**config.mk**
```make
export PLATFORM = sky130hd
export DESIGN_NAME = iter_shifter
export DESIGN_NICKNAME = d
export VERILOG_FILES = /design/src/rtl/shifter_pkg.sv /design/src/rtl/shift_step.sv /design/src/rtl/iter_shifter.sv
export SDC_FILE = /design/constraint.sdc
export NUM_CORES = 1
export LEC_CHECK = 0
export CAP_MARGIN = 5
export CORE_MARGIN = 5
export CORE_UTILIZATION = 40
export DETAILED_ROUTE_END_ITERATION = 16
export GPL_TIMING_DRIVEN = 1
export PLACE_DENSITY = 0.67
export REMOVE_ABC_BUFFERS = 1
export SLEW_MARGIN = 25
export SYNTH_ARGS = -nofsm -noshare
export SYNTH_HDL_FRONTEND = slang
export SYNTH_SLANG_ARGS = --single-unit
```
**constraint.sdc**
```tcl
create_clock -name clk -period 6.05 [get_ports clk]
set_input_delay 0.9075 -clock clk [delete_from_list [all_inputs] [get_ports clk]]
set_output_delay 0.9075 -clock clk [all_outputs]
set_load 0.01 [all_outputs]
```
**src/rtl/shifter_pkg.sv**
```systemverilog
// Shared types and helpers for the iterative shifter: FSM states, op-bit meanings, step clamp.
// No logic of its own; imported by iter_shifter.
// Backpressure: not applicable.
package shifter_pkg;

    typedef enum logic [1:0] {
        IDLE = 2'd0,
        BUSY = 2'd1,
        DONE = 2'd2
    } state_t;

    localparam logic RIGHT = 1'b1;
    localparam logic LOGIC = 1'b1;

    // Operation captured at accept time and held for the whole iteration.
    typedef struct packed {
        logic right;
        logic fill;
        logic rotate;
    } op_t;

    function automatic int min_amt(input int rem, input int step);
        return (rem < step) ? rem : step;
    endfunction

endpackage

```
**src/rtl/shift_step.sv**
```systemverilog
// One iteration of the shifter: shift d by 0..STEP bits left/right with a fill bit or rotate.
// Latency: combinational.
// Backpressure: none.
module shift_step #(
    parameter int DATA_WIDTH = 32,
    parameter int STEP       = 4,
    parameter int AMT_WIDTH  = $clog2(STEP + 1)
) (
    input  logic [DATA_WIDTH-1:0] d,
    input  logic [AMT_WIDTH-1:0]  amt,
    input  logic                  right,
    input  logic                  fill,
    input  logic                  rotate,
    output logic [DATA_WIDTH-1:0] q
);

    logic [DATA_WIDTH-1:0]   ext_fill;
    logic [2*DATA_WIDTH-1:0] wide;

    // The word is placed beside its own copy (rotate) or a fill word, so the
    // bits that move into the vacated positions come from the right source.
    always_comb begin
        ext_fill = '0;
        wide     = '0;
        q        = d;
        if (rotate) begin
            ext_fill = d;
        end else if (right) begin
            ext_fill = {DATA_WIDTH{fill}};
        end
        if (right) begin
            wide = {ext_fill, d} >> amt;
            q    = wide[DATA_WIDTH-1:0];
        end else begin
            wide = {d, ext_fill} << amt;
            q    = wide[2*DATA_WIDTH-1:DATA_WIDTH];
        end
    end

endmodule

```
**src/rtl/iter_shifter.sv**
```systemverilog
// Iterative SLL/SRL/SRA unit shifting at most STEP bits per cycle; rotate ops with ITER_SHIFTER_ROTATE_EN.
// Latency: 1 + ceil(shift/STEP) cycles from accept to out_valid.
// Backpressure: result held in DONE until out_ready; no new request accepted until back in IDLE.
module iter_shifter
    import shifter_pkg::*;
#(
    parameter int DATA_WIDTH  = 32,
    parameter int SHIFT_WIDTH = 5,
    parameter int STEP        = 4
) (
    input  logic                   clk,
    input  logic                   rst,
    input  logic                   in_valid,
    output logic                   in_ready,
    input  logic [DATA_WIDTH-1:0]  d_in,
    input  logic [SHIFT_WIDTH-1:0] shift,
    input  logic                   arithOrLogic,
    input  logic                   leftOrRight,
`ifdef ITER_SHIFTER_ROTATE_EN
    input  logic                   rotate,
`endif
    output logic                   out_valid,
    input  logic                   out_ready,
    output logic [DATA_WIDTH-1:0]  d_out
);

    localparam int AMT_WIDTH = $clog2(STEP + 1);

    state_t                 state;
    logic [DATA_WIDTH-1:0]  acc;
    logic [SHIFT_WIDTH-1:0] rem;
    op_t                    op;

    logic                   rot_req;
    logic [AMT_WIDTH-1:0]   amt;
    logic                   last;
    logic [DATA_WIDTH-1:0]  step_q;

`ifdef ITER_SHIFTER_ROTATE_EN
    assign rot_req = rotate;
`else
    assign rot_req = 1'b0;
`endif

    assign amt  = AMT_WIDTH'(min_amt(int'(rem), STEP));
    assign last = (int'(rem) <= STEP);

    shift_step #(
        .DATA_WIDTH (DATA_WIDTH),
        .STEP       (STEP),
        .AMT_WIDTH  (AMT_WIDTH)
    ) u_step (
        .d      (acc),
        .amt    (amt),
        .right  (op.right),
        .fill   (op.fill),
        .rotate (op.rotate),
        .q      (step_q)
    );

    always_ff @(posedge clk) begin
        if (rst) begin
            state     <= IDLE;
            in_ready  <= 1'b1;
            out_valid <= 1'b0;
            d_out     <= '0;
            acc       <= '0;
            rem       <= '0;
            op        <= '0;
        end else begin
            case (state)
                IDLE: begin
                    if (in_valid && in_ready) begin
                        acc       <= d_in;
                        rem       <= shift;
                        op.right  <= (leftOrRight == RIGHT);
                        // Arithmetic fill is frozen here so partial results never feed back into it.
                        op.fill   <= (leftOrRight == RIGHT) && (arithOrLogic != LOGIC) && d_in[DATA_WIDTH-1];
                        op.rotate <= rot_req;
                        in_ready  <= 1'b0;
                        if (shift == '0) begin
                            state     <= DONE;
                            out_valid <= 1'b1;
                            d_out     <= d_in;
                        end else begin
                            state <= BUSY;
                        end
                    end
                end
                BUSY: begin
                    acc <= step_q;
                    rem <= rem - SHIFT_WIDTH'(amt);
                    if (last) begin
                        state     <= DONE;
                        out_valid <= 1'b1;
                        d_out     <= step_q;
                    end
                end
                DONE: begin
                    if (out_ready) begin
                        state     <= IDLE;
                        out_valid <= 1'b0;
                        in_ready  <= 1'b1;
                    end
                end
                default: begin
                    state     <= IDLE;
                    in_ready  <= 1'b1;
                    out_valid <= 1'b0;
                end
            endcase
        end
    end

endmodule
```
# == Yosys cells after proc, flatten, opt, wreduce, memory -nomap -nowiden ==
# Index checks and enable logic that the tools add are counted.
# op_classes
n_eq_ne,6
mul,0
order_cmp,2
bitwise_logic,2
n_shift,2
div,0
n_mux,24
addsub,1
n_reduce_logical,12
# op_table
op,count
2-to-1 mux 32 bit,6
case mux 32 bit (2 select lines),2
<< shifter 64 x 3 -> 64 bit,1
>> shifter 64 x 3 -> 32 bit,1
case mux 5 bit (2 select lines),1
2-to-1 mux 2 bit,4
"inequality test 2 bit, second input constant",4
AND reduction 4 bit,2
2-to-1 mux 1 bit,6
case mux 1 bit (3 select lines),2
case mux 2 bit (3 select lines),1
AND reduction 3 bit,2
"<= comparator 5 x 3 -> 1 bit, second input constant",1
zero test 5 bit,1
"less-than comparator 5 x 3 -> 1 bit, second input constant",1
2-to-1 mux 5 bit,1
subtractor 5 x 3 -> 5 bit,1
AND reduction 2 bit,2
logical AND 1 bit,3
2-to-1 mux 3 bit,1
"equality test 2 x 1 -> 1 bit, second input constant",1
"equality test 2 bit, second input constant",1
zero test 2 bit,1
NOT 1 bit,2
nonzero test 2 bit,1
# totals
latch_bits,0
in_bits,43
elab_cells,57
memories,0
rom_bits,0
register_bits,75
output_inout_bits,34
mem_bits_rw,0

# == Logic depth before layout (Yosys ltp) ==
# Gate-level depths: netlist of the first run.
# logic_depth
depth_word,6
depth_mapped,9
mapped_depth_nobuf,7

# == Hierarchy ==
# A second synthesis of the first run with hierarchy kept.
# unflattened
hier_cells,760
area_unflattened_um2,6826.5
# by_module_without_submodules
mod,seq_area_each_um2,cells_each,area_per_inst_um2,instances
iter_shifter,1501.4,439,4070.2,1
shift_step,0.0,321,2756.4,1

# == Worst setup path after synthesis of the first run ==
# Ideal clock, no wire load.
# synth_timing
path_kind,input to register
from,in in_valid
to,reg d_out[23]
stages,7
t_required_ps,5927
slack_ps,3714
arrival_ps,2213
setup_time_ps,123
path_buffers,2
path_cell_list,nor4bb_1 > clkbuf_1 > a32oi_1 > clkbuf_1 > o21ai_0 > o21ai_0 > a21oi_1
# synth_between
elab_chain_len,3
# synth_rtl
item,line,rtl
start: declaration,iter_shifter.sv:13,"input logic in_valid,"
logical AND 1 bit,iter_shifter.sv:73,if (in_valid && in_ready) begin
inequality test 2 bit (no line),--,
AND reduction 4 bit (no line),--,
end signal: assignment,iter_shifter.sv:84,d_out <= d_in;
end signal: assignment,iter_shifter.sv:96,d_out <= step_q;
end: declaration,iter_shifter.sv:24,output logic [DATA_WIDTH-1:0] d_out
# No other way between the ends.
# A chain may end at the register's enable or synchronous reset.

# == Worst setup path after layout of the first run ==
# Same ends and word-level chain as after synthesis.

==> metrics.md, run 1 <==
| Metric | Value |
|---|---|
| Outcome | complete, no violations |
| Largest net degree at the start of global routing | between 60 and 70 |
| Logic pwr share | 41.0% |
| Worst r2r dst | d_out[23] |
| Root Buffer | clkbuf_16 |
| Hold/Removal Path Class | reg -> reg |
| Worst Path Arrival | 3.40 ns |
| Ys async rst share | 0% |
| Initial drt markers | between 600 and 700 |
| H-tree levels | 3 |
| Starting density of the core | 40.75% |
| TritonCTS clock tree | built |
| Final ANT Viol Nets | 0 |
| Worst Path Buf+Inv | 3 |
| HP Start | op[1] |
| Detailed Route WL | about 20000 um |
| Final hold violations | 0 |
| Final Net Count | 785 |
| Syn-to-layout area delta | 18.92% |
| Pre-Repair DR Iteration Count | 9 |
| Post-CTS resize count | 0 |
| CTS Sinks | 75 |
| Final Skew | ~0.0095 ns |
| Remaining DRCs | 0 |
| Global placer's final weighted congestion | 0.8939 |
| Cell depth of the worst setup path | 8 |
| Leakage | 2.283 nW |
| CTS buffer count | 9 |
| Share of cells above drive strength 1 | 7.105% |
| R2r setup slk | about 3 ns |
| Die Height | 128.7 um |
| Via count | 6048 |
| Filler cells | 1340 |
| Worst-path clk slew | 0.06 ns |
| Kind of critical path | in -> reg |
| Top_reg_cell synth | dfxtp_1 |
| Core area | 0.01383 sq mm |
| Worst-skew pair later-pin latency | 0.35 ns |
| # rows | 43 |
| FMAX | 315.5 MHz |
| Number of synthesized flops with an enable pin | 0 |
| CTS Buffer Depth | 2 |
| Design area | 0.006700 sq mm |
| Vias per inst | 6.531 |
| Register area share after synthesis | 26.65% |
| Remaining Overflow, GRT | 0 |
| Internal power | between 1 and 1.5 mW |
| Power Density | 321.6 mW/mm^2 |
| First-pass GRT wire length | 31150 um |
| Yosys warns | 0 |
| Synthesized cell area | 0.005634 sq mm |
| Final setup violation count | 0 |
| Hold Path Cell Cnt | 2 |
| Hold Buf Count CTS | 0 |
| FF-to-FF Start | rem[1] |
| Wire per inst | 21.13 um |
| Max-cap violations | 0 |
| Crit path time final | 3.169 ns |
| Post-synth cell types | 61 |
| CP Capture Type | flop |
| Kind of cell adding the most delay to the critical path | buffers and inverters |
| Slowest cell delay on critical path | 0.71 ns |
| Net Sw Power | 904.0 uW |
| Overall routing resource usage | 23.22% |
| Dpl cell area | 0.006407 sq mm |
| Chip width | 128.7 um |
| RSZ-0062 raised after global routing | no |
| Setup crit start kind | input port |
| Clock Power Share | 24.8% |
| Mapped Avg Cell Area | 7.718 sq um |
| Sw frac | 41.95% |
| Period utilization | between 50 and 60% |
| CP Data Required Time | between 6 and 7 ns |
| Setup tns final | 0 ns |
| Peak VDD IR | 0.1634 mV |
| Post-DP HPWL | 12220 um |
| PortBufs | 76 |
| IO Pins | 77 |
| Setup bufs post-CTS | 0 |
| Most frequent cells in the layout | mux2i_1 (81), clkdlybuf4s50_1 (76), dfxtp_1 (75) |
| Critical Path, Cell by Cell | clkdlybuf4s50_1, nor4bb_4, buf_4, a32oi_4, buf_4, o21ai_0, o21ai_0, a21oi_1 |
| Final Max Tran Viols | 0 |
| Commonest non-fill, non-tap cell in the layout | mux2i_1 |
| Worst rel slew slack | a little over a third |
| Vias in the first global route | 6004 |
| Worst slew pin tran | 0.9633 ns |
| # diodes | 0 |
| Synth Register Bits | 75 |
| Initial antenna violation count | 0 |
| Worst reg-to-reg path cell count | 6 |
| WHS Endpoint | op[1] |
| Crit path max-delay cell type | a32oi_4 |
| Register share of total power | 34.3% |
| Crit path max fanout | 38 |
| Die ar. | 0.01656 sq mm |
| Post-Syn Instances | 730 |
==> layout make-up <==
cell class                      count  area (sq um)  area share, %
Clock buffer                       15         287.8          4.295
Clock inverter                      1         5.005        0.07470
Timing Repair Buffer               92         880.8          13.15
Inverter                            9         33.78         0.5042
Multi-Input combinational cell    554          3766          56.21
Sequential cell                    75          1501          22.41
Tap cell                          180         225.2          3.361
==> routing by layer <==
layer | vias to the layer above | GRT usage [%] | wire length [um]
met1 | 2896 | 29.91 | 8509
li1 | 2812 | - | -
met3 | 49 | 5.189 | 1406
met5 | - | 0 | 0
met4 | 0 | 10.32 | 534
met2 | 291 | 37.20 | 9114
==> synthesized netlist by cell type (all sizes together), types with 2 or more instances <==
master,n,area [sq um]
o221ai,14,122.6
a2111oi,6,72.57
a22oi,2,15.01
nor3,11,55.05
o22ai,20,125.1
dfxtp,75,1501
a211oi,15,112.6
a41oi,2,17.52
clkbuf,66,249.0
and4,3,26.28
nor4b,4,62.56
nand2b,4,25.02
nor2b,4,25.02
or3,2,12.51
a21oi,57,285.3
buf,26,141.4
nand2,62,235.2
o21ai,62,310.3
mux2,3,33.78
and2,3,18.77
a32oi,2,17.52
o31ai,44,330.3
a31oi,7,43.79
o211ai,17,127.6
nand4,5,31.28
mux4,5,112.6
inv,9,33.78
nand3,56,280.3
or4b,2,20.02
or2,2,12.51
mux2i,81,810.8
a311oi,5,43.79
a221oi,3,26.28
nor4,5,37.53
nor2,28,105.1
o41ai,5,43.79
==> stage by stage <==
| step | hold WS [ns] | worst slack, ns | power (mW) | util (%) | instances |
|---|---|---|---|---|---|
| 6_report | 0.4489 | 2.881 | 2.155 | 48.46 | 926 |
| 5_1_grt | 0.4773 | 2.725 | 2.269 | 48.46 | 926 |
| 4_1_cts | 0.4548 | 2.906 | 2.147 | 48.46 | 926 |
| 3_5_place_dp | 0.4471 | 2.551 | 1.607 | 46.34 | 910 |
| 3_3_place_gp | 0.4418 | 2.665 | 1.592 | 46.34 | 910 |
| 2_1_floorplan | 0.4212 | 0.3262 | 1.250 | - | 638 |
==> power by group through the flow <==
stage	Sequential (mW)	Combinational (mW)	Clock (mW)
3_3_place_gp	0.741	0.851	0
5_1_grt	0.753	0.952	0.565
4_1_cts	0.732	0.870	0.545
3_5_place_dp	0.742	0.865	0
2_1_floorplan	0.717	0.533	0
6_report	0.738	0.883	0.534
==> sequential cells by signal, summed over array words and instances (netlist names) <==
register,count
rem,5
out_valid,1
acc,32
in_ready,1
op,2
d_out,32
state,2
==> worst max-delay path by stage <==
| stage | from | endpoint | slack (ns) |
|---|---|---|---|
| after floorplan | in_valid | d_out[0] | 0.33 |
| after global placement | in_valid | d_out[23] | 2.67 |
| after detailed placement | in_valid | d_out[23] | 2.55 |
| after CTS | in_valid | d_out[23] | 2.91 |
| after global routing | in_valid | d_out[23] | 2.73 |
| final | in_valid | d_out[23] | 2.88 |
==> worst register-to-register path, stage by stage (launching register included) <==
cell and delay (ns):
dfxtp_1 0.89, o21ai_0 0.40, a32oi_4 0.77, buf_4 0.50
o21ai_0 0.17, o21ai_0 0.12, a21oi_1 0.06
==> kinds of logic (layout without fill, tap and decap cells) <==
kind of cell	Yosys count	in the layout	share of synthesized area, %
buf+inv	101	117	7.528
flops	75	75	26.65
fa+ha+maj	1	1	0.2220
simple gates	195	195	17.39
other cells	1	1	0.06656
mux	89	89	16.99
compound gates	268	268	31.16
(Power assumes the default switching activity.)
==> run 2, diff against run 1 <==
Clock period 6.05 ns to 3.25 ns, I/O delays scaled along.
==> run 2 against run 1 <==
  * Die area is the same
  * Register-to-register slack lost 2.5 ns
  * Non-clock buffer count grew 17
  * Highest routed layer unchanged
  * Sequential power grew 86%
  * Routed wire length grew 0.69%
  * Total power grew 96%
  * Clock-buffer cell count shrank 4
  * Critical path type is now reg -> reg
  * Clock skew shrank 0.0024 ns
  * Critical path depth shrank 2
  * Sequential share of layout area shrank 0.65 points
  * Final area grew 3.0%
==> metrics.md, run 2 (synthesis gave the netlist of run 1 again) <==
| Metric | Value |
|---|---|
| Final hold violations | 0 |
| Final hold slack | 0.4533 ns |
| Root Buffer | clkbuf_16 |
| Pre-CTS WS | 0.5243 ns |
| Largest net degree at the start of global routing | 47 |
| Worst-path clk slew | 0.06 ns |
| PnR Total Power | approximately 4.2 mW |
| Slowest cell delay on critical path | roughly 0.74 ns |
| Final Max Tran Viols | 0 |
| Internal power | about 2.5 mW |
| # diodes | 0 |
| Most frequent cells in the layout | mux2i_1 (81), clkdlybuf4s50_1 (76), dfxtp_1 (75) |
| H-tree levels | 3 |
| Worst r2r dst | acc[24] |
| Wire per inst | 20.89 um |
| Kind of critical path | reg -> reg |
| WHS Endpoint | d_out[18] |
| Share of cells above drive strength 1 | 9.436% |
| Top Registers | acc (32), d_out (32), rem (5) |
| Starting density of the core | 40.75% |
| Final Skew | 0.007084 ns |
| Final Net Count | 802 |
| CTS buffer count | 9 |
| R2r setup slk | roughly 0.55 ns |
| Final std cells w/o fill | 943 |
| Logic pwr share | 41.1% |
| Vias per inst | 6.509 |
| Via count | slightly above 6000 |
| FMAX | approximately 370 MHz |
| TritonCTS clock tree | built |
| IO Pins | 77 |
| Vias in the first global route | 5880 |
| Register share of total power | 32.4% |
| Final setup violation count | 0 |
| Design area | 0.006900 sq mm |
| Clock Power Share | 26.6% |
| Global placer's final weighted congestion | just over 0.9 |
| Dpl cell area | approximately 0.0066 sq mm |
| Setup ws final | between 0.5 and 0.6 ns |
| Worst rel slew slack | 37.09% |
| Critical Path, Cell by Cell | or4b_1, buf_4, mux2i_1, o22ai_1, a2111oi_2, o31ai_1 |
| Inst Count DP | 927 |
| Leakage | 2.393 nW |
| Remaining Overflow, GRT | 0 |
| Post-DP HPWL | 12990 um |
| Crit path time final | 2.697 ns |
| Overall routing resource usage | 23.74% |
| Hold/Removal Path Class | reg -> reg |
| Chip width | roughly 130 um |
| PortBufs | 76 |
| Worst slew pin tran | 0.9414 ns |
| CP Capture Type | flop |
| Syn-to-layout area delta | 22.47% |
| Crit path max fanout | 33 |
| Hold Path Cell Cnt | 2 |
| Setup bufs post-CTS | 0 |
| # rows | 43 |
| First-pass GRT wire length | 31500 um |
| Fin util | roughly 50% |
| RSZ-0062 raised after global routing | no |
| Die ar. | 0.01656 sq mm |
| Power Density | 612.1 mW/mm^2 |
| FF-to-FF Start | rem[2] |
| Worst Path Arrival | between 2 and 3 ns |
| Outcome | complete, no violations |
| CP Data Required Time | 3.47 ns |
| Setup crit start kind | flop |
| Die Height | 128.7 um |
| CTS Buffer Depth | 2 |
| Sw frac | about two fifths |
| Peak VDD IR | 0.3227 mV |
| Final ANT Viol Nets | 0 |
| Post-CTS resize count | 0 |
| Commonest non-fill, non-tap cell in the layout | mux2i_1 |
| Pre-Repair DR Iteration Count | 6 |
| Filler cells | 1349 |
| Core area | 0.01383 sq mm |
| Worst Setup SP | rem[2] |
| Remaining DRCs | 0 |
| Detailed Route WL | 19700 um |
| Period utilization | 83.00% |
| CTS Sinks | 75 |
| Max-cap violations | 0 |
| Initial antenna violation count | 0 |
| HP Start | d_out[18] |
| Net Sw Power | ~1.7 mW |
| Hold Buf Count CTS | 0 |
| Crit path max-delay cell type | dfxtp_1 |
| Setup tns final | 0 ns |
| Worst reg-to-reg path cell count | 6 |
| Worst-skew pair later-pin latency | 0.35 ns |
| Initial drt markers | 687 |
-- run 2: power by group through the flow --
stage / Sequential [mW] / Combinational, mW / Clock, mW
after floorplan: 1.34 / 0.992 / 0
after global placement: 1.37 / 1.68 / 0
after detailed placement: 1.38 / 1.71 / 0
after CTS: 1.36 / 1.72 / 1.14
after global routing: 1.40 / 1.87 / 1.19
final: 1.37 / 1.74 / 1.12
-- run 2: worst max-delay path by stage --
stage	depth (start not counted)	to	slack, ns
detailed placement	7	rem[3]	0.52
CTS	6	acc[24]	0.66
global placement	7	acc[11]	0.58
floorplan	3	d_out[0]	-2.05
finish	6	acc[24]	0.55
global route	6	acc[24]	0.42
-- run 2: final cells by class --
| class | count | area [sq um] | area share, % |
|---|---|---|---|
| Sequential cell | 75 | 1501 | 21.76 |
| Inverter | 9 | 33.78 | 0.4896 |
| Multi-Input combinational cell | 554 | 3766 | 54.58 |
| Tap cell | 180 | 225.2 | 3.264 |
| Clock inverter | 5 | 75.07 | 1.088 |
| Timing Repair Buffer | 109 | 1046 | 15.16 |
| Clock buffer | 11 | 252.7 | 3.663 |
-- run 2: critical path: cells and delay by family (launching register included) --
kind            cells  cell delay [ns]
flops               1             0.74
buf+inv             1             0.45
simple gates        1             0.21
mux                 1             0.37
compound gates      3             0.76
-- run 2: routing by layer --
metal / vias to the layer above / track usage, % / wire length, um
li1: 2836 / - / -
met1: 2923 / 30.73 / 8462
met2: 328 / 37.93 / 9133
met3: 51 / 5.355 / 1541
met4: 0 / 10.38 / 562
met5: - / 0 / 0
==> run 3, diff against run 2 <==
Settings changed: PLACE_DENSITY 0.67 to 0.7.
Clock period 3.25 ns to 2.4 ns, I/O delays scaled along.
==> run 3 against run 2 <==
  * Combinational power rose by 54%
  * Highest routed layer unchanged
  * Via count rose by 2.9%
  * Non-clock buffer count rose by 45
==> metrics.md, run 3 (synthesis gave the netlist of run 1 again) <==
| Metric | Value |
|---|---|
| PortBufs | 76 |
| Setup ws final | 0.07662 ns |
| Worst-path clk slew | 0.06 ns |
| Via count | approximately 6300 |
| Worst Setup SP | rem[4] |
| RSZ-0062 raised after global routing | yes |
| Kind of critical path | reg -> reg |
| Leakage | 2.597 nW |
| Most frequent cells in the layout | mux2i_1 (77), clkdlybuf4s50_1 (76), dfxtp_1 (75) |
| Crit path time final | roughly 2.3 ns |
| Vias in the first global route | roughly 6300 |
| Max Used Layer | met4 |
| Area occupied by multi-input gates | 0.003837 sq mm |
| Final hold violations | 0 |
| Initial antenna violation count | 0 |
| Post-CTS resize count | 0 |
| Largest net degree at the start of global routing | 64 |
| CP Capture Type | flop |
| Final hold slack | 0.4519 ns |
| Pre-CTS WS | 0.09755 ns |
| Met3 Wirelength | 1559 um |
| Final Skew | approximately 0.0078 ns |
| Met1 WL | approximately 8900 um |
| Outcome | complete, no violations |
| Period utilization | 96.81% |
| Setup tns final | 0 ns |
| Worst-skew pair later-pin latency | around 0.35 ns |
| Fin util | 52.66% |
| FF-to-FF Start | rem[4] |
| Remaining DRCs | 0 |
| Hold Buf Count CTS | 0 |
| Max-cap violations | 0 |
| Starting density of the core | 40.75% |
| Setup crit start kind | flop |
| Setup bufs post-CTS | 0 |
| CTS buffer count | 9 |
| Final Max Tran Viols | 0 |
| Worst rel slew slack | approximately three fifths |
| Core area | ~0.014 sq mm |
| Root Buffer | clkbuf_16 |
| # diodes | 0 |
| Detailed Route WL | 20830 um |
| H-tree levels | 3 |
| Post-DP HPWL | 14460 um |
| PnR Total Power | 5.727 mW |
| Inst Count DP | roughly 970 |
| Die ar. | 0.01656 sq mm |
| Worst slew pin tran | 0.5713 ns |
| Initial drt markers | 645 |
| Remaining Overflow, GRT | 0 |
| CP Data Required Time | 2.63 ns |
| Pre-Repair DR Iteration Count | 6 |
| Top Registers | acc (32), d_out (32), rem (5) |
| Commonest non-fill, non-tap cell in the layout | mux2i_1 |
| TritonCTS clock tree | built |
| Chip width | 128.7 um |
| Routed wl met2 | 9734 um |
| Vias per inst | between 6 and 7 |
| Final Net Count | between 800 and 900 |
| First-pass GRT wire length | 33700 um |
| Hold/Removal Path Class | reg -> reg |
| Power Density | 786.5 mW/mm^2 |
| Syn-to-layout area delta | 29.25% |
| Crit path max fanout | 12 |
| Filler cells | 1313 |
| Final ANT Viol Nets | 0 |
| CTS Buffer Depth | 2 |
| Worst Path Arrival | 2.55 ns |
| Peak VDD IR | 0.3711 mV |
| IO Pins | 77 |
| Global placer's final weighted congestion | 0.9725 |
| Wire per inst | approximately 21 um |
| Dpl cell area | 0.006955 sq mm |
| Design area | 0.007282 sq mm |
| # rows | 43 |
| FMAX | 430.4 MHz |
| Area taken by flip-flops and latches | 0.001501 sq mm |
| CTS Sinks | 75 |
| HP Start | d_out[18] |
| Overall routing resource usage | 25.38% |
| Die Height | 128.7 um |
| Share of cells above drive strength 1 | between 10% and 20% |
| Final std cells w/o fill | roughly 990 |
| Final setup violation count | 0 |
run 3: changes by cell type in the layout (fill, tap and decap cells not counted), sizes merged:
cell    change
buf        +45
clkinv      -3
clkbuf      +2
bufinv      -2
run 3: path summary, 6_finish.rpt:
path,end,slack [ns],cells past startpoint
setup reg to reg,acc[15],0.08,8
hold reg to reg,d_out[18],0.45,2
setup / recovery,acc[15],0.08,8
hold / removal,d_out[18],0.45,2
run 3: worst max-delay path, cell delays in order, from the launching register on:
cell and delay (ns):
dfxtp_1 0.32, buf_4 0.17, nor4b_4 0.30, buf_4 0.29
mux2i_1 0.37, o22ai_1 0.14, nor4_1 0.37, buf_4 0.18
o31ai_1 0.06
run 3: cell type report:
cell class                      instances  share of cell area, %
Tap cell                              180                  3.093
Sequential cell                        75                  20.62
Clock buffer                           13                  3.436
Timing Repair Buffer                  154                  19.69
Inverter                                9                 0.4639
Multi-Input combinational cell        554                  52.70
run 3: where the power goes:
| group | internal (mW) | switching (mW) |
|---|---|---|
| combinational | 1.18 | 1.50 |
| clock | 0.711 | 0.497 |
| sequential | 1.47 | 0.369 |
| total | 3.36 | 2.37 |
run 3: per-layer routing:
layer,vias up,global-route usage (%)
met2,315,39.33
met5,-,0
met3,46,4.566
met1,3019,34.07
met4,0,12.29
li1,2935,-
